### config.mk
export PLATFORM = sky130hd
export DESIGN_NAME = per_bus_sequencer
export DESIGN_NICKNAME = d
export VERILOG_FILES = /design/src/rtl/per_bus_sequencer.sv
export SDC_FILE = /design/constraint.sdc
export NUM_CORES = 1
export LEC_CHECK = 0
export CORE_MARGIN = 4
export CORE_UTILIZATION = 30
export DETAILED_ROUTE_END_ITERATION = 10
export GPL_TIMING_DRIVEN = 0
export PLACE_DENSITY = 0.5
export REMOVE_ABC_BUFFERS = 1
export SETUP_SLACK_MARGIN = 0.5
export SYNTH_ARGS = -nofsm -noshare
export SYNTH_HDL_FRONTEND = slang
export SYNTH_SLANG_ARGS = --single-unit
### constraint.sdc
create_clock -name clk -period 3.6 [get_ports clk]
set_clock_uncertainty 0.05 [all_clocks]
set_input_delay 0.54 -clock clk [delete_from_list [all_inputs] [get_ports clk]]
set_output_delay 0.54 -clock clk [all_outputs]
set_load 0.02 [all_outputs]
### src/rtl/per_bus_sequencer.sv
// Command-driven master for the openMSP430 peripheral bus: WRITE/READ/POLL/WAIT commands
// become registered single-cycle bus accesses, each answered by one response pulse.
module per_bus_sequencer #(
    parameter int unsigned POLL_TIMEOUT = 1024,
    parameter int unsigned POLL_GAP     = 4
) (
    input  logic        clk,
    input  logic        puc_rst,
    input  logic        cmd_valid,
    output logic        cmd_ready,
    input  logic [1:0]  cmd_op,
    input  logic [13:0] cmd_addr,
    input  logic [15:0] cmd_data,
    input  logic [15:0] cmd_mask,
    output logic        rsp_valid,
    output logic [15:0] rsp_data,
    output logic        rsp_err,
    output logic [13:0] per_addr,
    output logic        per_en,
    output logic [1:0]  per_wen,
    output logic [15:0] per_din,
    input  logic [15:0] per_dout,
    output logic        busy
);

    localparam logic [2:0] StIdle   = 3'd0;
    localparam logic [2:0] StAccess = 3'd1;
    localparam logic [2:0] StGap    = 3'd2;
    localparam logic [2:0] StWait   = 3'd3;
    localparam logic [2:0] StResp   = 3'd4;

    localparam logic [1:0] OpWrite = 2'b00;
    localparam logic [1:0] OpRead  = 2'b01;
    localparam logic [1:0] OpPoll  = 2'b10;
    localparam logic [1:0] OpWait  = 2'b11;

    localparam logic [16:0] TimeoutW = 17'(POLL_TIMEOUT);
    localparam logic [15:0] GapLoad  = (POLL_GAP == 0) ? 16'd0 : 16'(POLL_GAP - 1);

    logic [2:0]  state_q, state_d;
    logic [1:0]  op_q, op_d;
    logic [13:0] addr_q, addr_d;
    logic [15:0] data_q, data_d;
    logic [15:0] mask_q, mask_d;
    logic [15:0] cnt_q, cnt_d;
    logic [15:0] reads_q, reads_d;
    logic        rsp_valid_q, rsp_valid_d;
    logic [15:0] rsp_data_q, rsp_data_d;
    logic        rsp_err_q, rsp_err_d;
    logic        per_en_q, per_en_d;
    logic [13:0] per_addr_q, per_addr_d;
    logic [1:0]  per_wen_q, per_wen_d;
    logic [15:0] per_din_q, per_din_d;

    logic poll_match;
    logic poll_last;

    assign cmd_ready  = (state_q == StIdle) && !puc_rst;
    assign poll_match = ((per_dout & mask_q) == (data_q & mask_q));
    assign poll_last  = (({1'b0, reads_q} + 17'd1) >= TimeoutW);

    always_comb begin
        state_d    = state_q;
        op_d       = op_q;
        addr_d     = addr_q;
        data_d     = data_q;
        mask_d     = mask_q;
        cnt_d      = cnt_q;
        reads_d    = reads_q;
        rsp_data_d = rsp_data_q;
        rsp_err_d  = rsp_err_q;

        unique case (state_q)
            StIdle: begin
                if (cmd_valid && cmd_ready) begin
                    op_d    = cmd_op;
                    addr_d  = cmd_addr;
                    data_d  = cmd_data;
                    mask_d  = cmd_mask;
                    reads_d = 16'd0;
                    if (cmd_op == OpWait) begin
                        cnt_d   = cmd_data;
                        state_d = StWait;
                    end else begin
                        state_d = StAccess;
                    end
                end
            end
            StAccess: begin
                if (op_q == OpPoll) begin
                    reads_d = reads_q + 16'd1;
                    if (poll_match || poll_last) begin
                        state_d    = StResp;
                        rsp_data_d = per_dout;
                        rsp_err_d  = !poll_match;
                    end else if (POLL_GAP == 0) begin
                        state_d = StAccess;
                    end else begin
                        cnt_d   = GapLoad;
                        state_d = StGap;
                    end
                end else begin
                    state_d    = StResp;
                    rsp_err_d  = 1'b0;
                    rsp_data_d = (op_q == OpRead) ? per_dout : data_q;
                end
            end
            StGap: begin
                if (cnt_q == 16'd0) begin
                    state_d = StAccess;
                end else begin
                    cnt_d = cnt_q - 16'd1;
                end
            end
            StWait: begin
                if (cnt_q == 16'd0) begin
                    state_d    = StResp;
                    rsp_data_d = data_q;
                    rsp_err_d  = 1'b0;
                end else begin
                    cnt_d = cnt_q - 16'd1;
                end
            end
            StResp:  state_d = StIdle;
            default: state_d = StIdle;
        endcase

        // Bus outputs are registered, so they are derived from the next-state values.
        rsp_valid_d = (state_d == StResp);
        per_en_d    = (state_d == StAccess);
        per_addr_d  = per_en_d ? addr_d : 14'd0;
        per_wen_d   = (per_en_d && (op_d == OpWrite)) ? 2'b11 : 2'b00;
        per_din_d   = (per_en_d && (op_d == OpWrite)) ? data_d : 16'd0;
    end

    always_ff @(posedge clk) begin
        if (puc_rst) begin
            state_q     <= StIdle;
            op_q        <= 2'b00;
            addr_q      <= 14'd0;
            data_q      <= 16'd0;
            mask_q      <= 16'd0;
            cnt_q       <= 16'd0;
            reads_q     <= 16'd0;
            rsp_valid_q <= 1'b0;
            rsp_data_q  <= 16'd0;
            rsp_err_q   <= 1'b0;
            per_en_q    <= 1'b0;
            per_addr_q  <= 14'd0;
            per_wen_q   <= 2'b00;
            per_din_q   <= 16'd0;
        end else begin
            state_q     <= state_d;
            op_q        <= op_d;
            addr_q      <= addr_d;
            data_q      <= data_d;
            mask_q      <= mask_d;
            cnt_q       <= cnt_d;
            reads_q     <= reads_d;
            rsp_valid_q <= rsp_valid_d;
            rsp_data_q  <= rsp_data_d;
            rsp_err_q   <= rsp_err_d;
            per_en_q    <= per_en_d;
            per_addr_q  <= per_addr_d;
            per_wen_q   <= per_wen_d;
            per_din_q   <= per_din_d;
        end
    end

    assign rsp_valid = rsp_valid_q;
    assign rsp_data  = rsp_data_q;
    assign rsp_err   = rsp_err_q;
    assign per_en    = per_en_q;
    assign per_addr  = per_addr_q;
    assign per_wen   = per_wen_q;
    assign per_din   = per_din_q;
    assign busy      = (state_q != StIdle);

endmodule
==> impl_metrics.yaml, run 1 <==
status:
  outcome: "complete, no violations"
cts:
  cts_num_sinks: 133
  cts-root-buf: "clkbuf_16"
  cts.reportedPaths.clkPinSlew_ns: 0.06
  cts_hold_buf: 0
  clk_latency_ns: 0.42
  cts_buffer_depth: 2
  tritoncts: "yes"
  htreeDepth: 4
  cts_buffers: 17
timing:
  fmax_mhz: 345
  post-route-period-util: 0.804
  finalHoldViolations: 0
  relSlewSlack: 0.208
  finalSetupViolCount: 0
  rsz0062_at_grt: "yes"
  drv_slew: 0
  period_needed_ns: 2.90
  tightest_slew_ns: 1.19
  whs_ns: 0.403
synthesis:
  netlist.area_leader.share: 0.461
  synth_top_family_by_area: "simple AND/OR/NAND/NOR gates"
  ys_seq_elements: 133
  synth_cell_types: 56
  avgSynthCellArea_um2: 8.94
  synth_fa_ha_area_frac: 0.00650
  async_flop_share: 0
  yosysSeqAreaShare: 0.461
  synth_compound_area_frac: 0.143
  synth_ff_type: "dfxtp_1"
  yosys.area.top_type: "dfxtp_1"
  synth_xor_area_frac: 0.0409
  yosys_warnings: 0
  synth_area_um2: 5780
  synthMuxAreaShare: 0.0814
  synth_edf_count: 0
  yosys-top-cells-area: "dfxtp_1 (46%), mux2i_1 (8.1%), nor2_1 (5.0%)"
  yosys.area_share.simple: 0.229
  syn_inst: 646
placed_design:
  io_buffers: 119
  place_congestion: 0.873
  postPlaceCellArea_um2: 7200
  place_hpwl_mm: 11.1
setup_path:
  path_buf_inv: 1
  critical_path_arrival_ns: 3.15
  start_kind: "register"
  crit_slowest_cell: "nor4b_4"
  path_max_fanout: 19
  required_ns: 3.86
  crit_chain: "ha_1, and4_1, and3_1, a31oi_1, or3_1, nor4b_4, buf_8, nor4b_1, o21a_1"
  path_delay_family: "simple AND/OR/NAND/NOR gates"
  path_class: "register to register"
  critPathCaptureType: "register"
  slowest_delay_ns: 0.50
routing:
  drt_wl_total_mm: 16.9
  wl_per_cell_um: 16.5
  routed-via-count: 5114
  viasPerCell: 4.99
  dr.pass1.iters: 5
  remaining_drc_errors: 0
  antenna_left: 0
  dr.first_iter.drc_count: 328
job:
  cap_violations: 0
floorplanning:
  die_height_um: 147
  start_util: 0.307
  rows: 50
  die_area_um2: 21500
  io_pins: 120
  die_w_um: 147
  core_um2: 18800
cells_and_area:
  antenna_cells: 0
  fin_nets: 822
  area_delta_synth_final_pct: 36.9
  final_cell_area_um2: 7910
  fillers: 1815
  final_core_util: 0.420
  layout_commonest_cell: "dfxtp_1"
  final_cell_mix: "dfxtp_1 (133), clkdlybuf4s50_1 (118), nor2_1 (77)"
  drive_gt1_frac: 0.0928
pwr:
  p_total_w: 0.00412
  ir_worst_vdd_mv: 0.353
  power.leakage_nw: 3.04
  pwr_density_cell_nw_per_um2: 521
grt:
  antenna_found_initial: 0
  grt_pass1_wl_mm: 26.5
  grt_max_degree: 53
  grt_overflow_total: 0
  grt_usage: 0.153
  grt_pass1_vias: 5100
hold_path:
  min_path_type: "register to register"
==> sequential cells by signal, summed over array words and instances (netlist names), 3 cells and up <==
register / flops
addr_q: 14
cnt_q: 16
data_q: 16
mask_q: 16
per_addr: 14
per_din: 16
reads_q: 16
rsp_data: 16
state_q: 3
==> repair_timing <==
action	4_1_cts	5_1_grt
resized for setup	5	3
endpoints found under the setup margin	52	51
pin swaps	0	1
setup buffers	0	3
cloned	0	1
==> cell type report <==
cell class                      instances  area (µm²)  share of cell area
Multi-Input combinational cell        465        2930               0.370
Clock buffer                           18         429              0.0542
Clock inverter                         14         221              0.0280
Inverter                                8        30.0             0.00380
Tap cell                              260         325              0.0411
Timing Repair Buffer                  127        1310               0.166
Sequential cell                       133        2660               0.336
==> cells by family (layout without fill, tap and decap cells) <==
group                      after synthesis  in the layout
DFF                                    133            133
adders and majority gates                3              3
buffers and inverters                   49            167
AOI/OAI and AO/OA                      123            124
xor gates and xnor gates                27             27
and+or+nand+nor                        264            264
muxes                                   47             47
==> path summary, 6_finish.rpt <==
path | startpoint | end | slack [ns] | cells after the start
min | mask_q[3] | mask_q[3] | 0.40 | 2
max reg2reg | reads_q[0] | rsp_err | 0.70 | 9
max | reads_q[0] | rsp_err | 0.70 | 9
min reg2reg | mask_q[3] | mask_q[3] | 0.40 | 2
==> metrics by stage <==
stage / setup WS [ns] / cells / TNS (ns)
floorplan: -0.232 / 605 / -5.61
global placement: -4.06 / 984 / -356.62
detailed placement: -0.241 / 989 / -1.96
CTS: 0.513 / 1021 / 0
global route: 0.492 / 1025 / 0
finish: 0.705 / 1025 / 0
==> tightest hold or removal path, stage by stage (launching register included) <==
cell and delay (ns):
dfxtp_1 0.31, nand3_1 0.06, nand2_1 0.05
==> synth_stat cells, types with 3 or more instances <==
cell type / n
a211oi_1: 4
a211oi_2: 4
a21oi_1: 34
a22oi_1: 17
a311oi_1: 4
a31oi_1: 8
a32oi_1: 3
and2_1: 3
buf_1: 4
buf_2: 8
clkbuf_1: 26
dfxtp_1: 133
ha_1: 3
inv_1: 7
mux2i_1: 47
nand2_1: 64
nand2b_1: 5
nand3_1: 28
nand4_1: 8
nor2_1: 77
nor2b_1: 3
nor3_1: 26
nor4_1: 5
o21ai_0: 28
o21ai_2: 5
o311ai_0: 3
or2_2: 4
or3_1: 24
xnor2_1: 8
xor2_1: 19
==> metal layers <==
metal,up-vias,routed length (µm),global-route usage
met4,0,214,0.0475
met1,2435,7420,0.186
met2,145,8230,0.261
li1,2515,-,-
met3,19,1060,0.0484
met5,-,0,0
==> power breakdown <==
part           switching [W]  leakage, nW  internal [W]
clock               0.000694        0.314       0.00124
combinational       0.000334         1.64      0.000274
sequential         0.0000431         1.08       0.00154
total                0.00107         3.04       0.00305
Power figures use the tool's default switching activity.
==> run 2, diff against run 1 <==
clock period = 3 ns   (was 3.6 ns; I/O delays follow)
==> run 2 against run 1 <==
Effect of this change: routed wire length is 6.2% higher; sequential power rose by 20%; largest cell class unchanged; hold slack improved by 0.0015 ns; sequential share of layout area decreased by 1.4 points; largest power group unchanged; utilization increased by 2.4 points; register-to-register slack worse by 0.20 ns; combinational power increased by 31%; die area unchanged; non-clock buffer count rose by 15.
==> impl_metrics.yaml, run 2 (synthesized netlist as in run 1, its figures left out) <==
timing:
  tightest_slew_ns: 0.931
  fmax_mhz: 399
  period_needed_ns: 2.51
  finalSetupViolCount: 0
  finalHoldViolations: 0
  rsz0062_at_grt: "yes"
  post-route-period-util: 0.835
  relSlewSlack: 0.375
  setup_tns_ns: 0
  whs_ns: 0.404
  drv_slew: 0
placed_design:
  dp.cells: 989
  postPlaceCellArea_um2: 7200
  place_hpwl_mm: 11.1
  io_buffers: 119
  place_congestion: 0.873
setup_path:
  path_buf_inv: 3
  path_delay_family: "simple AND/OR/NAND/NOR gates"
  slowest_delay_ns: 0.45
  path_max_fanout: 9
  start_kind: "input pin"
  critical_path_arrival_ns: 2.80
  path_class: "input pin to register"
  crit_slowest_cell: "clkdlybuf4s50_1"
  critPathCaptureType: "register"
  required_ns: 3.30
  crit_chain: "clkdlybuf4s50_1, xor2_1, a22oi_1, nand4_1, nor2_4, nor4b_4, buf_6, clkbuf_16, or3_1, a21oi_1"
floorplanning:
  start_util: 0.307
  die_w_um: 147
  core_um2: 18800
  io_pins: 120
  rows: 50
  die_area_um2: 21500
  die_height_um: 147
routing:
  wl_per_cell_um: 17.2
  viasPerCell: 5.03
  drt_wl_total_mm: 18.0
  remaining_drc_errors: 0
  dr.first_iter.drc_count: 325
  antenna_left: 0
  dr.pass1.iters: 5
  routed-via-count: 5248
hold_path:
  min_path_type: "register to register"
cts:
  cts.reportedPaths.clkPinSlew_ns: 0.06
  cts_num_sinks: 133
  cts-root-buf: "clkbuf_16"
  cts_buffer_depth: 2
  clk_latency_ns: 0.42
  htreeDepth: 4
  cts_hold_buf: 0
  tritoncts: "yes"
  cts_buffers: 17
grt:
  grt_usage: 0.164
  grt_pass1_wl_mm: 28.0
  grt_max_degree: 53
  grt_overflow_total: 0
  grt_pass1_vias: 5270
  antenna_found_initial: 0
cells_and_area:
  area_delta_synth_final_pct: 44.7
  final_cells: 1043
  fin_nets: 840
  drive_gt1_frac: 0.169
  layout_commonest_cell: "dfxtp_1"
  final_core_util: 0.444
  fillers: 1792
  antenna_cells: 0
  final_cell_mix: "dfxtp_1 (118), clkdlybuf4s50_1 (117), nor2_1 (73)"
  final_cell_area_um2: 8360
status:
  outcome: "complete, no violations"
job:
  cap_violations: 0
pwr:
  pwr_density_cell_nw_per_um2: 599
  ir_worst_vdd_mv: 0.417
  power.leakage_nw: 3.21
run 2: power breakdown:
part | leakage (nW) | switching (W) | total, W | internal, W
Clock | 0.314 | 0.000826 | 0.00231 | 0.00149
Sequential | 1.09 | 0.0000583 | 0.00190 | 0.00184
Combinational | 1.81 | 0.000428 | 0.000796 | 0.000368
Total | 3.21 | 0.00131 | 0.00501 | 0.00369
run 2: layout make-up:
class | instances | area (µm²) | share of cell area
clock inverter | 14 | 221 | 0.0265
timing repair buffer | 142 | 1480 | 0.177
sequential | 133 | 2700 | 0.323
multi-input combinational | 468 | 3170 | 0.380
tap | 260 | 325 | 0.0389
inverter | 8 | 30.0 | 0.00359
clock buffer | 18 | 429 | 0.0513
run 2: worst paths after layout:
check / startpoint / endpoint / slack, ns / depth (start not counted)
max: per_dout[15] / rsp_data[1] / 0.49 / 10
max reg2reg: reads_q[0] / rsp_err / 0.50 / 10
min: mask_q[3] / mask_q[3] / 0.40 / 2
min reg2reg: mask_q[3] / mask_q[3] / 0.40 / 2
run 2: routing by layer:
metal  vias to the layer above  part of all wire  track usage
met4                         0             0.013       0.0470
li1                       2557                 -            -
met3                        18             0.061       0.0475
met5                         -                 0            0
met1                      2518              0.43        0.199
met2                       155              0.50        0.281
run 2: tightest hold or removal path, cell delays in order (launching register included):
cell and delay (ns):
dfxtp_1 0.31, nand3_1 0.06, nand2_1 0.05
run 2: timing repair:
action / in CTS / in global routing
pin swaps: 11 / 31
gates resized for setup: 50 / 31
cloned: 5 / 2
setup endpoints to repair: 72 / 55
buffers inserted: 10 / 5
run 2: metrics by stage:
step | power, W | setup slack (ns)
floorplan | 0.00233 | -0.832
global placement | 0.00262 | -4.57
detailed placement | 0.00265 | -0.751
CTS | 0.00504 | 0.509
global route | 0.00521 | 0.375
finish | 0.00501 | 0.494
